[src/rtl/mem_access_pkg.sv]
// Shared types and helpers for the memory access unit.
// Size encoding, FSM states and alignment rule live here.
package mem_access_pkg;

  typedef enum logic [1:0] {
    SZ_BYTE    = 2'd0,
    SZ_HALF    = 2'd1,
    SZ_WORD    = 2'd2,
    SZ_ILLEGAL = 2'd3
  } size_e;

  typedef enum logic [2:0] {
    ST_IDLE   = 3'd0,
    ST_LOAD   = 3'd1,
    ST_STORE  = 3'd2,
    ST_RMW_RD = 3'd3,
    ST_RMW_WR = 3'd4,
    ST_RESP   = 3'd5
  } state_e;

  // Half needs addr[0]=0, word needs addr[1:0]=0.
  function automatic logic is_misaligned(
    input size_e      sz,
    input logic [1:0] lo
  );
    logic bad;
    bad = 1'b0;
    unique case (1'b1)
      (sz == SZ_HALF): bad = lo[0];
      (sz == SZ_WORD): bad = |lo;
      default:         bad = 1'b0;
    endcase
    return bad;
  endfunction

endpackage

[src/rtl/mem_lane_align.sv]
// Lane steering between a 32-bit memory word and sub-word accesses.
// Load side extracts/extends; store side merges into the read word.
module mem_lane_align
  import mem_access_pkg::*;
#(
  parameter int DWIDTH = 32
) (
  input  logic [1:0]        addr_lo,
  input  size_e             size,
  input  logic              is_unsigned,
  input  logic [DWIDTH-1:0] rdata,
  input  logic [DWIDTH-1:0] wdata,
  output logic [DWIDTH-1:0] load_data,
  output logic [DWIDTH-1:0] merged
);

  logic [7:0]  lane_b;
  logic [15:0] lane_h;
  logic        sext_b;
  logic        sext_h;

  // Pick the addressed byte/half out of the word.
  always_comb begin
    lane_b = rdata[{addr_lo, 3'b000} +: 8];
    lane_h = addr_lo[1] ? rdata[31:16] : rdata[15:0];
    sext_b = ~is_unsigned & lane_b[7];
    sext_h = ~is_unsigned & lane_h[15];
  end

  // Extend the selected lane to a full word.
  always_comb begin
    load_data = rdata;
    unique case (1'b1)
      (size == SZ_BYTE): load_data = {{24{sext_b}}, lane_b};
      (size == SZ_HALF): load_data = {{16{sext_h}}, lane_h};
      default:           load_data = rdata;
    endcase
  end

  // Replace the target lane of the read word with store data.
  always_comb begin
    merged = rdata;
    unique case (1'b1)
      (size == SZ_BYTE):
        merged[{addr_lo, 3'b000} +: 8] = wdata[7:0];
      (size == SZ_HALF):
        if (addr_lo[1]) merged[31:16] = wdata[15:0];
        else            merged[15:0]  = wdata[15:0];
      default: merged = rdata;
    endcase
  end

endmodule

[src/rtl/mem_access_unit.sv]
// Load/store initiator for a comb-read, posedge-write word memory.
// Sub-word stores are performed as read-modify-write.
module mem_access_unit
  import mem_access_pkg::*;
#(
  parameter int              AWIDTH    = 32,
  parameter int              DWIDTH    = 32,
  parameter logic [AWIDTH-1:0] BASE_ADDR = 32'h0100_0000
) (
  input  logic              clk,
  input  logic              rst,
  input  logic              req_valid_i,
  output logic              req_ready_o,
  input  logic              req_we_i,
  input  logic [1:0]        req_size_i,
  input  logic              req_unsigned_i,
  input  logic [AWIDTH-1:0] req_addr_i,
  input  logic [DWIDTH-1:0] req_wdata_i,
  output logic              rsp_valid_o,
  input  logic              rsp_ready_i,
  output logic [DWIDTH-1:0] rsp_rdata_o,
  output logic              rsp_err_o,
  output logic [AWIDTH-1:0] mem_addr_o,
  output logic [DWIDTH-1:0] mem_data_o,
  output logic              mem_read_en_o,
  output logic              mem_write_en_o,
  input  logic [DWIDTH-1:0] mem_data_i
);

  state_e state_q, state_d;

  logic [AWIDTH-1:0] addr_q;
  logic              we_q;
  size_e             size_q;
  logic              uns_q;
  logic [DWIDTH-1:0] wdata_q;
  logic [DWIDTH-1:0] merged_q;
  logic [DWIDTH-1:0] rdata_q;
  logic              err_q;

  logic              accept;
  logic              rsp_done;
  logic              req_err;
  size_e             req_size;
  logic [DWIDTH-1:0] load_data;
  logic [DWIDTH-1:0] merged;

  assign req_size = size_e'(req_size_i);
  assign accept   = req_valid_i & req_ready_o;
  assign rsp_done = rsp_valid_o & rsp_ready_i;

  // Request errors are decided before any memory access.
  always_comb begin
    req_err = (req_size == SZ_ILLEGAL)
            | is_misaligned(req_size, req_addr_i[1:0])
            | (req_addr_i < BASE_ADDR);
  end

  mem_lane_align #(
    .DWIDTH(DWIDTH)
  ) u_align (
    .addr_lo    (addr_q[1:0]),
    .size       (size_q),
    .is_unsigned(uns_q),
    .rdata      (mem_data_i),
    .wdata      (wdata_q),
    .load_data  (load_data),
    .merged     (merged)
  );

  // FSM state register.
  always_ff @(posedge clk) begin
    if (!rst) state_q <= ST_IDLE;
    else      state_q <= state_d;
  end

  // Next-state selection.
  always_comb begin
    state_d = state_q;
    unique case (state_q)
      ST_IDLE: begin
        if (accept) begin
          if (req_err)                 state_d = ST_RESP;
          else if (!req_we_i)          state_d = ST_LOAD;
          else if (req_size == SZ_WORD) state_d = ST_STORE;
          else                         state_d = ST_RMW_RD;
        end
      end
      ST_LOAD:   state_d = ST_RESP;
      ST_STORE:  state_d = ST_RESP;
      ST_RMW_RD: state_d = ST_RMW_WR;
      ST_RMW_WR: state_d = ST_RESP;
      ST_RESP:   if (rsp_done) state_d = ST_IDLE;
      default:   state_d = ST_IDLE;
    endcase
  end

  // Capture request fields, load result and RMW merge word.
  always_ff @(posedge clk) begin
    if (!rst) begin
      addr_q   <= '0;
      we_q     <= 1'b0;
      size_q   <= SZ_BYTE;
      uns_q    <= 1'b0;
      wdata_q  <= '0;
      merged_q <= '0;
      rdata_q  <= '0;
      err_q    <= 1'b0;
    end else begin
      if (accept) begin
        addr_q  <= req_addr_i;
        we_q    <= req_we_i;
        size_q  <= req_size;
        uns_q   <= req_unsigned_i;
        wdata_q <= req_wdata_i;
        rdata_q <= '0;
        err_q   <= req_err;
      end
      if (state_q == ST_LOAD)   rdata_q  <= load_data;
      if (state_q == ST_RMW_RD) merged_q <= merged;
      if (rsp_done) begin
        rdata_q <= '0;
        err_q   <= 1'b0;
      end
    end
  end

  // Handshake and memory port drive; writes are blocked under reset.
  always_comb begin
    req_ready_o    = 1'b0;
    rsp_valid_o    = 1'b0;
    mem_addr_o     = '0;
    mem_data_o     = '0;
    mem_read_en_o  = 1'b0;
    mem_write_en_o = 1'b0;
    unique case (state_q)
      ST_IDLE: req_ready_o = 1'b1;
      ST_LOAD, ST_RMW_RD: begin
        mem_read_en_o = 1'b1;
        mem_addr_o    = {addr_q[AWIDTH-1:2], 2'b00};
      end
      ST_STORE: begin
        mem_write_en_o = rst & we_q;
        mem_addr_o     = {addr_q[AWIDTH-1:2], 2'b00};
        mem_data_o     = wdata_q;
      end
      ST_RMW_WR: begin
        mem_write_en_o = rst;
        mem_addr_o     = {addr_q[AWIDTH-1:2], 2'b00};
        mem_data_o     = merged_q;
      end
      ST_RESP: rsp_valid_o = 1'b1;
      default: req_ready_o = 1'b0;
    endcase
  end

  assign rsp_rdata_o = rdata_q;
  assign rsp_err_o   = err_q;

endmodule

[config.mk]
export PLATFORM = sky130hd
export DESIGN_NAME = mem_access_unit
export DESIGN_NICKNAME = d
export VERILOG_FILES = /design/src/rtl/mem_access_pkg.sv /design/src/rtl/mem_lane_align.sv /design/src/rtl/mem_access_unit.sv
export SDC_FILE = /design/constraint.sdc
export NUM_CORES = 1
export LEC_CHECK = 0
export CORE_MARGIN = 2
export CORE_UTILIZATION = 53
export CTS_BUF_LIST = sky130_fd_sc_hd__clkbuf_4 sky130_fd_sc_hd__clkbuf_8
export DETAILED_ROUTE_END_ITERATION = 8
export GPL_TIMING_DRIVEN = 0
export MAX_ROUTING_LAYER = met4
export PLACE_DENSITY = 0.88
export SYNTH_ARGS = -nofsm -noshare
export SYNTH_HDL_FRONTEND = slang
export SYNTH_SLANG_ARGS = --single-unit
[constraint.sdc]
create_clock -name clk -period 3 [get_ports clk]
set_input_delay 0.6 -clock clk [delete_from_list [all_inputs] [get_ports clk]]
set_output_delay 0.6 -clock clk [all_outputs]
set_load 0.05 [all_outputs]
# After elaboration in Yosys (flattened, before gate mapping)

Index checks and enable logic that the tools add are counted.

Register bits after elaboration: 136
Output and inout port bits: 101
Logic and storage cells: 64

$add $sub $neg: 1
Order comparisons: 1
Eq/ne operators: 11
Shift operators: 3
Multiplexer cells: 21
Bitwise gates (word level): 9
Reduce and logical (&&, ||, !) cells: 9

Operators by type and width:

| cell                     | number |
|---|---|
| $pmux W32 S2             | 3 |
| $mux W32                 | 3 |
| $mux W16                 | 3 |
| $bwmux W32               | 1 |
| $lt A32 B25 Y1 const B   | 1 |
| $shift A8 B7 Y32 const A | 1 |
| $shiftx A32 B6 Y8        | 1 |
| $shiftx A8 B7 Y32        | 1 |
| $pmux W3 S4              | 1 |
| $mux W3                  | 3 |
| $neg A5 Y7               | 1 |
| $eq A3 B2 Y1 const B     | 2 |
| $eq A3 B3 Y1 const B     | 2 |
| $reduce_or A2 Y1         | 3 |
| $and A1 B1 Y1            | 5 |
| $eq A2 B1 Y1 const B     | 2 |
| $eq A2 B2 Y1 const B     | 2 |
| $mux W1                  | 4 |
| $ne A2 B2 Y1 const B     | 2 |
| $pmux W1 S2              | 2 |
| $reduce_or A4 Y1         | 1 |
| $eq A3 B1 Y1 const B     | 1 |
| $logic_not A3 Y1         | 1 |
| $reduce_or A3 Y1         | 1 |
| other kinds (6)          | 8 |

# Logic depth before layout (Yosys ltp)

Gate-level depths: netlist of the first run.

Depth after elaboration: 7
Depth in mapped cells: 9

# By module

A second synthesis of the first run with hierarchy kept.

Cell total of the unflattened synthesis: 1009
Area total of the unflattened synthesis: 7653.6 µm²

By module, submodules not included:

| module          | instances | cells an instance | area an instance (µm²) |
|---|---|---|---|
| mem_access_unit | 1         | 697               | 5524.0 |
| mem_lane_align  | 1         | 312               | 2129.5 |

# Worst setup path after synthesis of the first run

No wires, ideal clock.

Path kind: register -> output
Start point: register state_q[0]
End point: output mem_addr_o[22]
Data arrival time: 1.645 ns
Setup slack: 0.755 ns
Cell stages (with the launch flop): 6
Buffers on the path: 2
Cell sequence: dfxtp_1 > buf_4 > nor3_4 > nor2_1 > clkbuf_1 > and2_1

Word-level cells in the longest chain between the ends: 3
Elaborated cells between the ends (all ways): 6

RTL lines:

| item                                       | RTL line               | RTL |
|---|---|---|
| from (decl)                                | mem_access_unit.sv:30  | `state_e state_q, state_d;` |
| from (signal assigned)                     | mem_access_unit.sv:74  | `else state_q <= state_d;` |
| $eq A3 B1 Y1, or another cell as far along | mem_access_unit.sv:136 | `unique case (state_q)` |
| $reduce_or A4 Y1 (no source line) *        | -                      |  |
| $mux W32 *                                 | mem_access_unit.sv:136 |  |
| to (decl)                                  | mem_access_unit.sv:23  | `output logic [AWIDTH-1:0] mem_addr_o,` |

Every way passes the cells marked *; elsewhere a longest branch is shown, timed or not.

# Worst setup path after layout of the first run

Start point: input rst
End point: output mem_write_en_o

Word-level cells in the longest chain between the ends: 2

RTL lines:

| item          | RTL line               | RTL |
|---|---|---|
| from (decl)   | mem_access_unit.sv:11  | `input logic rst,` |
| $and A1 B1 Y1 | mem_access_unit.sv:143 | `mem_write_en_o = rst & we_q;` |
| $pmux W1 S2 * | mem_access_unit.sv:136 |  |
| to (decl)     | mem_access_unit.sv:26  | `output logic mem_write_en_o,` |

Marked as above.

==> results.json, run 1 <==
{
  "outcome": "finished, final reports clean",
  "cap_violations": 0,
  "yosys_register_bits": 136,
  "finalCritPeriodShare_pct": 97.9,
  "firstDrtPassIters": 6,
  "finish.net_count": 1164,
  "die_y_um": 119,
  "p_int_w": 0.00350,
  "cts.sinks": 136,
  "ant_nets": 0,
  "dp_hpwl_mm": 17.5,
  "netlist_top_cells_area": "dfxtp_1, nand2_1, a21boi_1",
  "start_util_pct": 53.6,
  "via_per_inst": 5.82,
  "fmax_mhz": 340,
  "rsz0062_at_grt": "true",
  "port_buffers": 202,
  "min_path_type": "reg -> reg",
  "critical_path.startpoint_type": "input port",
  "fillers": 977,
  "grt_max_degree": 17,
  "drive_gt1_share_pct": 15.4,
  "critPathCaptureType": "output port",
  "finalWirelength_mm": 23.8,
  "setup_tns_ns": 0,
  "drt_iter0_markers": 592,
  "leakage_nw": 3.77,
  "design_area_um2": 9720,
  "synth_edf_count": 0,
  "netlist_area_um2": 7010,
  "synth_commonest_cells": "nand2_1, dfxtp_1, a21boi_1",
  "grt_pass1_vias": 6941,
  "gr-usage-all-layers_pct": 34.3,
  "yosys_warnings": 0,
  "clkTransAtPathRegs_ns": 0.08,
  "cts_buffers": 17,
  "power.share.clock_pct": 31.7,
  "core-area_um2": 13100,
  "crit_arrival_ns": 2.34,
  "overflow": 0,
  "globalplace.congestion": 0.979,
  "ir_worst_vdd_mv": 0.387,
  "area_growth_pct": 38.6,
  "cp_data_required_time_ns": 2.40,
  "antenna_cells": 0,
  "antenna_found_initial": 0,
  "drv_slew": 0,
  "vias": 7224,
  "synth_cell_types": 52,
  "root_buffer": "clkbuf_8",
  "ys_seq_area_share_pct": 38.8,
  "power_density_nw_per_um2": 544,
  "hold_viol_final": 0,
  "die-width_um": 119,
  "synth_top_area_cell": "dfxtp_1",
  "io_pins": 205,
  "max_slew_margin_pct": 50.7,
  "clock_latency_ns": 0.45,
  "drc_errors": 0,
  "finalSetupViolations": 0,
  "pwr-share-comb_pct": 29.3,
  "setup_slack_ns": 0.0616,
  "avgSynthCellArea_um2": 8.44,
  "tritoncts": "built",
  "ys.flop_type": "dfxtp_1",
  "synthArstFlopShare_pct": 0,
  "placed_area_um2": 9260,
  "crit_type": "in -> out",
  "row_count": 42,
  "worstMarginPinSlew_ns": 0.734,
  "syn_inst": 831,
  "switchingPower_w": 0.00179,
  "switching_share_pct": 33.8,
  "cts_max_level": 4,
  "synth_top_area_share_pct": 38.8,
  "clockBufferDepth": 2,
  "cts-hold-fix-buffers": 0,
  "dp_slack_ns": -0.318,
  "clock_skew_ns": 0.0109,
  "dieArea_um2": 14200,
  "path_max_fanout": 10,
  "avgRoutedWirePerCell_um": 19.2,
  "grt_pass1_wl_mm": 36.8,
  "seq_power_share_pct": 39.0,
  "synth.most_common_cell": "nand2_1",
  "fin_crit_ns": 2.94
}
[cells in the final DEF, fill, tap and decap left out, drive strengths merged, types with 15 or more instances in the layout]
| cell | synthesis | final |
|---|---|---|
| and2 | 35 | 35 |
| o21ai | 46 | 46 |
| nor2b | 15 | 15 |
| a22oi | 16 | 16 |
| dfxtp | 136 | 136 |
| a21boi | 69 | 69 |
| clkdlybuf4s15 | 0 | 50 |
| a221oi | 32 | 32 |
| clkbuf | 33 | 67 |
| a21oi | 46 | 46 |
| buf | 41 | 41 |
| inv | 28 | 28 |
| a22o | 41 | 41 |
| clkdlybuf4s50 | 0 | 139 |
| nand2 | 160 | 160 |
| nor2 | 36 | 36 |
[path summary, 6_finish.rpt]
path | startpoint | end | slack, ns | cells after the start
setup reg to reg | addr_q[0] | merged_q[23] | 0.56 | 8
setup / recovery | rst | mem_write_en_o | 0.06 | 4
hold / removal | addr_q[15] | addr_q[15] | 0.45 | 2
hold reg to reg | addr_q[15] | addr_q[15] | 0.45 | 2
[sequential cells by signal, summed over array words and instances, names as in the netlist]
register,count
uns_q,1
wdata_q,32
we_q,1
size_q,2
rsp_err_o,1
addr_q,32
state_q,3
merged_q,32
rsp_rdata_o,32
[power groups by stage]
stage | combinational, W | clock (W) | sequential, W
after CTS | 0.00154 | 0.00168 | 0.00206
final | 0.00155 | 0.00167 | 0.00206
after detailed placement | 0.00153 | 0 | 0.00210
after global routing | 0.00165 | 0.00176 | 0.00207
after floorplan | 0.000804 | 0 | 0.00225
after global placement | 0.00152 | 0 | 0.00209
[cell type report]
class                           count  area (µm²)  share of cell area, %
Inverter                           28         105                   1.08
Timing Repair Buffer              202        2030                   20.9
Multi-Input combinational cell    594        3820                   39.3
Buffer                             73         369                   3.80
Sequential cell                   136        2720                   28.0
Tap cell                          176         220                   2.27
Clock buffer                       25         332                   3.41
Clock inverter                      7         113                   1.16
[critical path, stage by stage]
cell,delay (ns)
clkdlybuf4s50_1,0.73
clkbuf_1,0.39
nor2b_1,0.21
clkdlybuf4s15_2,0.40
[repair_timing]
| action | in CTS | in global routing |
|---|---|---|
| resized for setup | 169 | 17 |
| buffers inserted | 0 | 0 |
| endpoints found under the setup margin | 62 | 47 |
[cell families after synthesis]
| group | after synthesis | share of synthesized area [%] |
|---|---|---|
| AO/OA/AOI/OAI | 298 | 31.0 |
| AND/OR/NAND/NOR | 268 | 17.8 |
| flip-flops | 136 | 38.8 |
| buffers and inverters | 102 | 6.82 |
| multiplexers | 18 | 4.14 |
| adder cells (fa/ha/maj) | 8 | 1.43 |
| other | 1 | 0.0535 |
[metrics by stage]
step	total power (W)	utilization, %	hold WS (ns)	cells
2_1_floorplan	0.00305	-	0.430	832
3_3_place_gp	0.00361	70.7	0.436	1210
3_5_place_dp	0.00363	70.7	0.440	1210
4_1_cts	0.00527	74.6	0.450	1241
5_1_grt	0.00548	74.3	0.470	1241
6_report	0.00528	74.3	0.449	1241
[per-layer routing]
layer	wire [µm]	share of wire [%]	vias up	GRT usage, %
met5	0	0	-	-
met4	917	3.8	0	15.1
met3	2060	8.6	66	8.09
met2	10600	45	364	51.4
met1	10300	43	3409	44.3
li1	-	-	3385	-
No activity file was read; power rests on OpenSTA's default activity.
==> run 2, diff against run 1 <==
--- a/config.mk
+++ b/config.mk
@@ -11,7 +11,8 @@
 export DETAILED_ROUTE_END_ITERATION = 8
 export GPL_TIMING_DRIVEN = 0
 export MAX_ROUTING_LAYER = met4
-export PLACE_DENSITY = 0.88
+export PLACE_DENSITY = 0.86
+export SLEW_MARGIN = 15
 export SYNTH_ARGS = -nofsm -noshare
 export SYNTH_HDL_FRONTEND = slang
 export SYNTH_SLANG_ARGS = --single-unit
==> run 2 against run 1 <==
  * Cell area down 0.53%
  * Highest routed layer unchanged
  * Hold slack better by 0.0010 ns
  * First-iteration DRC count up 21%
  * Sequential share of layout area grew 0.15 points
  * Critical path depth up 1
  * Global-route usage decreased by 0.12 points
  * Clock skew grew 0.00087 ns
==> results.json, run 2 (synthesis results as in run 1) <==
{
  "crit_type": "reg -> out",
  "ant_nets": 0,
  "grt_pass1_vias": 6955,
  "overflow": 0,
  "clock_latency_ns": 0.46,
  "clockBufferDepth": 2,
  "worstMarginPinSlew_ns": 0.738,
  "fillers": 992,
  "dieArea_um2": 14200,
  "drive_gt1_share_pct": 15.4,
  "area_growth_pct": 37.9,
  "io_pins": 205,
  "dp_slack_ns": -0.284,
  "max_slew_margin_pct": 50.5,
  "avgRoutedWirePerCell_um": 19.1,
  "crit_arrival_ns": 2.37,
  "layout_commonest_cell": "nand2_1",
  "via_per_inst": 5.84,
  "finish.net_count": 1165,
  "globalplace.congestion": 1.02,
  "root_buffer": "clkbuf_8",
  "clkTransAtPathRegs_ns": 0.08,
  "finalSetupViolations": 0,
  "fin_crit_ns": 2.97,
  "hold_viol_final": 0,
  "ir_worst_vdd_mv": 0.419,
  "drt_iter0_markers": 716,
  "cp_data_required_time_ns": 2.40,
  "antenna_found_initial": 0,
  "endpoint": "mem_addr_o[30]",
  "critPathCaptureType": "output port",
  "multi_input_area_um2": 3820,
  "port_buffers": 202,
  "dp_hpwl_mm": 17.6,
  "worst-r2r-setup-slack_ns": 0.48,
  "finalWirelength_mm": 23.8,
  "grt_max_degree": 17,
  "power_density_nw_per_um2": 531,
  "grt_pass1_wl_mm": 36.8,
  "fmax_mhz": 337,
  "min_path_type": "reg -> reg",
  "finalCritPeriodShare_pct": 99.0,
  "r2r-end": "merged_q[22]",
  "start_util_pct": 53.6,
  "firstDrtPassIters": 6,
  "critical_path.startpoint_type": "flip-flop",
  "row_count": 42,
  "utilization_pct": 73.9,
  "cts.sinks": 136,
  "die_y_um": 119,
  "antenna_cells": 0,
  "setup_slack_ns": 0.0302,
  "outcome": "finished, final reports clean",
  "vias": 7251,
  "die-width_um": 119,
  "drc_errors": 0,
  "power_w": 0.00514,
  "reg2regPathDepth": 8,
  "gr-usage-all-layers_pct": 34.2,
  "cts_buffers": 17,
  "cts_max_level": 4,
  "post-cts-setup-buffers": 0,
  "cap_violations": 0,
  "drv_slew": 0,
  "clock_skew_ns": 0.0117,
  "mostFrequentLayoutCells": "nand2_1, clkdlybuf4s50_1, dfxtp_1",
  "tritoncts": "built",
  "core-area_um2": 13100,
  "register_area_um2": 2720,
  "path_max_fanout": 10,
  "crit_start": "state_q[2]",
  "leakage_nw": 3.74,
  "r2r_start": "addr_q[0]",
  "rsz0062_at_grt": "true"
}
[run 2: worst min path at each step]
stage	startpoint	depth (start not counted)	slack [ns]	to
after floorplan	addr_q[10]	2	0.43	addr_q[10]
after global placement	rsp_rdata_o[10]	1	0.44	rsp_rdata_o[10]
after detailed placement	addr_q[4]	2	0.44	addr_q[4]
after CTS	addr_q[4]	2	0.45	addr_q[4]
after global routing	addr_q[10]	2	0.47	addr_q[10]
final	addr_q[18]	2	0.45	addr_q[18]
[run 2: critical path, cell delays in order, from the launching register on]
cell and delay (ns):
dfxtp_1 0.55, nor3_4 0.10, nor2_1 0.27, clkbuf_1 0.40, and2_1 0.20, clkdlybuf4s15_2 0.38
[run 2: final cells by class]
| cell class | instances | share of cell area, % |
|---|---|---|
| well taps | 176 | 2.28 |
| plain buffers | 74 | 3.87 |
| multi-input cells | 594 | 39.5 |
| clock inverters | 12 | 1.31 |
| flip-flops and latches | 136 | 28.2 |
| repair buffers | 202 | 21.0 |
| inverters | 28 | 1.09 |
| clock buffers | 20 | 2.78 |
[run 2: power breakdown]
| part | internal, W | switching, W | total, W |
|---|---|---|---|
| Sequential | 0.00195 | 0.000113 | 0.00206 |
| Clock | 0.000787 | 0.000739 | 0.00153 |
| Combinational | 0.000577 | 0.000971 | 0.00155 |
| Total | 0.00331 | 0.00182 | 0.00514 |
[run 2: layer usage]
metal,global-route usage [%],vias up,wire [µm]
met4,10.4,0,550
met2,51.7,379,10700
li1,-,3395,-
met3,10.5,51,2280
met1,44.1,3426,10200
met5,-,-,0
[run 2: metrics by stage]
stage                     cells  hold slack (ns)  instance area, µm²  TNS, ns
after detailed placement   1210            0.440                9260    -6.27
after global placement     1210            0.435                9260    -6.78
after floorplan             832            0.430                7020        0
after global routing       1242            0.467                9670    -1.05
after CTS                  1242            0.450                9710        0
final                      1242            0.450                9670        0
[run 2: timing repair]
action	CTS	global route
resized for setup	166	21
endpoints found under the setup margin	62	38
hold buffers	0	0
==> run 3, diff against run 2 <==
--- a/config.mk
+++ b/config.mk
@@ -5,9 +5,11 @@
 export SDC_FILE = /design/constraint.sdc
 export NUM_CORES = 1
 export LEC_CHECK = 0
+export ABC_AREA = 1
 export CORE_MARGIN = 2
 export CORE_UTILIZATION = 53
 export CTS_BUF_LIST = sky130_fd_sc_hd__clkbuf_4 sky130_fd_sc_hd__clkbuf_8
+export CTS_CLUSTER_SIZE = 8
 export DETAILED_ROUTE_END_ITERATION = 8
 export GPL_TIMING_DRIVEN = 0
 export MAX_ROUTING_LAYER = met4
==> run 3 against run 2 <==
  * Cell area down 2.6%
  * Non-clock buffer count decreased by 7
  * First-iteration DRC count increased by 32%
  * Critical path type unchanged
  * Critical endpoint is now mem_data_o[31]
==> results.json, run 3 <==
{
  "dp_hpwl_mm": 19.2,
  "drv_slew": 0,
  "r2r-end": "merged_q[23]",
  "clockBufferDepth": 2,
  "drive_gt1_share_pct": 10.3,
  "worstMarginPinSlew_ns": 0.752,
  "min_path_type": "reg -> reg",
  "io_pins": 205,
  "ys.flop_type": "dfxtp_1",
  "synth_cell_types": 30,
  "hold_viol_final": 0,
  "synth.mux.area_fraction_pct": 0,
  "synthXorXnorAreaFrac_pct": 0,
  "slowest_stage": "clkdlybuf4s15_1",
  "yosys_warnings": 0,
  "layout_commonest_cell": "a21oi_1",
  "ir_worst_vdd_mv": 0.677,
  "rsz0062_at_grt": "false",
  "avgSynthCellArea_um2": 6.62,
  "worstHoldStart": "wdata_q[30]",
  "grt_pass1_vias": 7590,
  "cts_max_level": 4,
  "r2r_start": "addr_q[1]",
  "yosys_register_bits": 136,
  "globalplace.congestion": 1.01,
  "antenna_found_initial": 0,
  "port_buffers": 201,
  "finish.net_count": 1386,
  "p_int_w": 0.00370,
  "synth_top_area_share_pct": 39.0,
  "critPathCaptureType": "output port",
  "power_density_nw_per_um2": 706,
  "max_slew_margin_pct": 49.5,
  "area_growth_pct": 35.1,
  "synth_compound_area_share_pct": 27.8,
  "crit_start": "state_q[1]",
  "die-width_um": 119,
  "holdPathEnd": "wdata_q[30]",
  "row_count": 41,
  "syn_inst": 1053,
  "cts.sinks": 136,
  "cpPeakStageDelay_ns": 0.55,
  "synth_commonest_cells": "a21oi_1, inv_1, nand2_1",
  "synth_fa_ha_area_share_pct": 1.44,
  "setup_slack_ns": 0.119,
  "overflow": 0,
  "synth_edf_count": 0,
  "cp_data_required_time_ns": 2.40,
  "synth_top_family_by_area": "compound AO/OA/AOI/OAI gates",
  "setup_tns_ns": 0,
  "grt_pass1_wl_mm": 38.8,
  "critical_path.startpoint_type": "flip-flop",
  "switching_share_pct": 44.3,
  "worst-r2r-setup-slack_ns": 0.48,
  "cap_violations": 0,
  "utilization_pct": 74.0,
  "leakage_nw": 4.32,
  "cts-hold-fix-buffers": 0,
  "clock_latency_ns": 0.45,
  "hold_depth": 2,
  "ant_nets": 0,
  "antenna_cells": 0,
  "dp_slack_ns": 0.00168,
  "ys_seq_area_share_pct": 39.0,
  "gr-usage-all-layers_pct": 35.9,
  "pwr-share-comb_pct": 44.4,
  "synthArstFlopShare_pct": 0,
  "netlist_area_um2": 6970,
  "dieArea_um2": 14100,
  "stdcell_count": 1458,
  "core-area_um2": 12700,
  "cp_cell_sequence": "nand2_1 > clkbuf_1 > o22ai_1 > clkdlybuf4s15_1",
  "finalCritPeriodShare_pct": 96.0,
  "drt_iter0_markers": 947,
  "cts_buffers": 17,
  "clock_skew_ns": 0.00869,
  "clkTransAtPathRegs_ns": 0.07,
  "mostFrequentLayoutCells": "a21oi_1, inv_1, nand2_1",
  "outcome": "finished, final reports clean",
  "firstDrtPassIters": 5,
  "switchingPower_w": 0.00295,
  "die_y_um": 119,
  "finalWirelength_mm": 24.8,
  "synth.most_common_cell": "a21oi_1",
  "seq_power_share_pct": 34.2,
  "via_per_inst": 5.52,
  "vias": 8055,
  "dp.cells": 1427,
  "avgRoutedWirePerCell_um": 17.0,
  "synth_top_area_cell": "dfxtp_1",
  "fin_crit_ns": 2.88,
  "post-cts-setup-buffers": 0,
  "tritoncts": "built",
  "root_buffer": "clkbuf_8",
  "drc_errors": 0,
  "reg2regPathDepth": 9,
  "fmax_mhz": 347,
  "grt_max_degree": 17,
  "finalSetupViolations": 0,
  "crit_arrival_ns": 2.28,
  "synth-simple-area-share_pct": 17.9,
  "path_max_fanout": 10,
  "start_util_pct": 54.8,
  "crit_type": "reg -> out",
  "netlist_top_cells_area": "dfxtp_1, a21oi_1, o21ai_0",
  "power.share.clock_pct": 21.4
}
## run 3: timing repair
action	4_1_cts	5_1_grt
cloned	0	0
setup endpoints to repair	63	49
resized for setup	94	59
## run 3: worst max path at each step
stage / slack (ns) / depth (start not counted) / end
5_1_grt: 0.0004 / 4 / mem_data_o[0]
3_5_place_dp: 0.002 / 5 / mem_write_en_o
6_report: 0.12 / 4 / mem_data_o[31]
3_3_place_gp: -0.02 / 5 / mem_write_en_o
2_1_floorplan: 0.52 / 3 / mem_data_o[18]
4_1_cts: 0.002 / 7 / mem_addr_o[17]
## run 3: metal layers
| layer | global-route usage (%) | share of wire (%) |
|---|---|---|
| met4 | 13.2 | 3.3 |
| met3 | 8.25 | 8.7 |
| met2 | 57.9 | 48 |
| met5 | - | 0 |
| met1 | 44.0 | 40 |
## run 3: cells by family after synthesis
logic type,count (synthesis)
compound gates,374
simple gates,300
buf+inv,234
flops,136
fa+ha+maj,8
other cells,1
## run 3: power by group through the flow
stage          clock network, W  registers [W]  logic (W)
2_1_floorplan                 0        0.00256    0.00169
3_3_place_gp                  0        0.00230    0.00291
3_5_place_dp                  0        0.00230    0.00295
4_1_cts                 0.00143        0.00227    0.00293
5_1_grt                 0.00152        0.00231    0.00318
6_report                0.00142        0.00227    0.00295
## run 3: layout make-up
cell class	instances	area [µm²]
plain buffers	68	337
clock buffers	22	284
clock inverters	9	76.3
fillers	1098	3300
inverters	166	626
multi-input cells	684	3310
flip-flops and latches	136	2720
well taps	172	215
repair buffers	201	1850
## run 3: stage by stage
stage	hold WS (ns)	cell area [µm²]	total power, W
3_3_place_gp	0.435	9210	0.00520
2_1_floorplan	0.425	6980	0.00426
6_report	0.453	9420	0.00665
5_1_grt	0.476	9420	0.00700
3_5_place_dp	0.441	9210	0.00525
4_1_cts	0.451	9530	0.00662
## run 3: worst max-delay path, delay by kind of cell, from the launching register on
family	cells	cell delay, ns
buffers and inverters	2	0.83
DFF	1	0.48
and+or+nand+nor	1	0.26
AOI/OAI and AO/OA	1	0.27
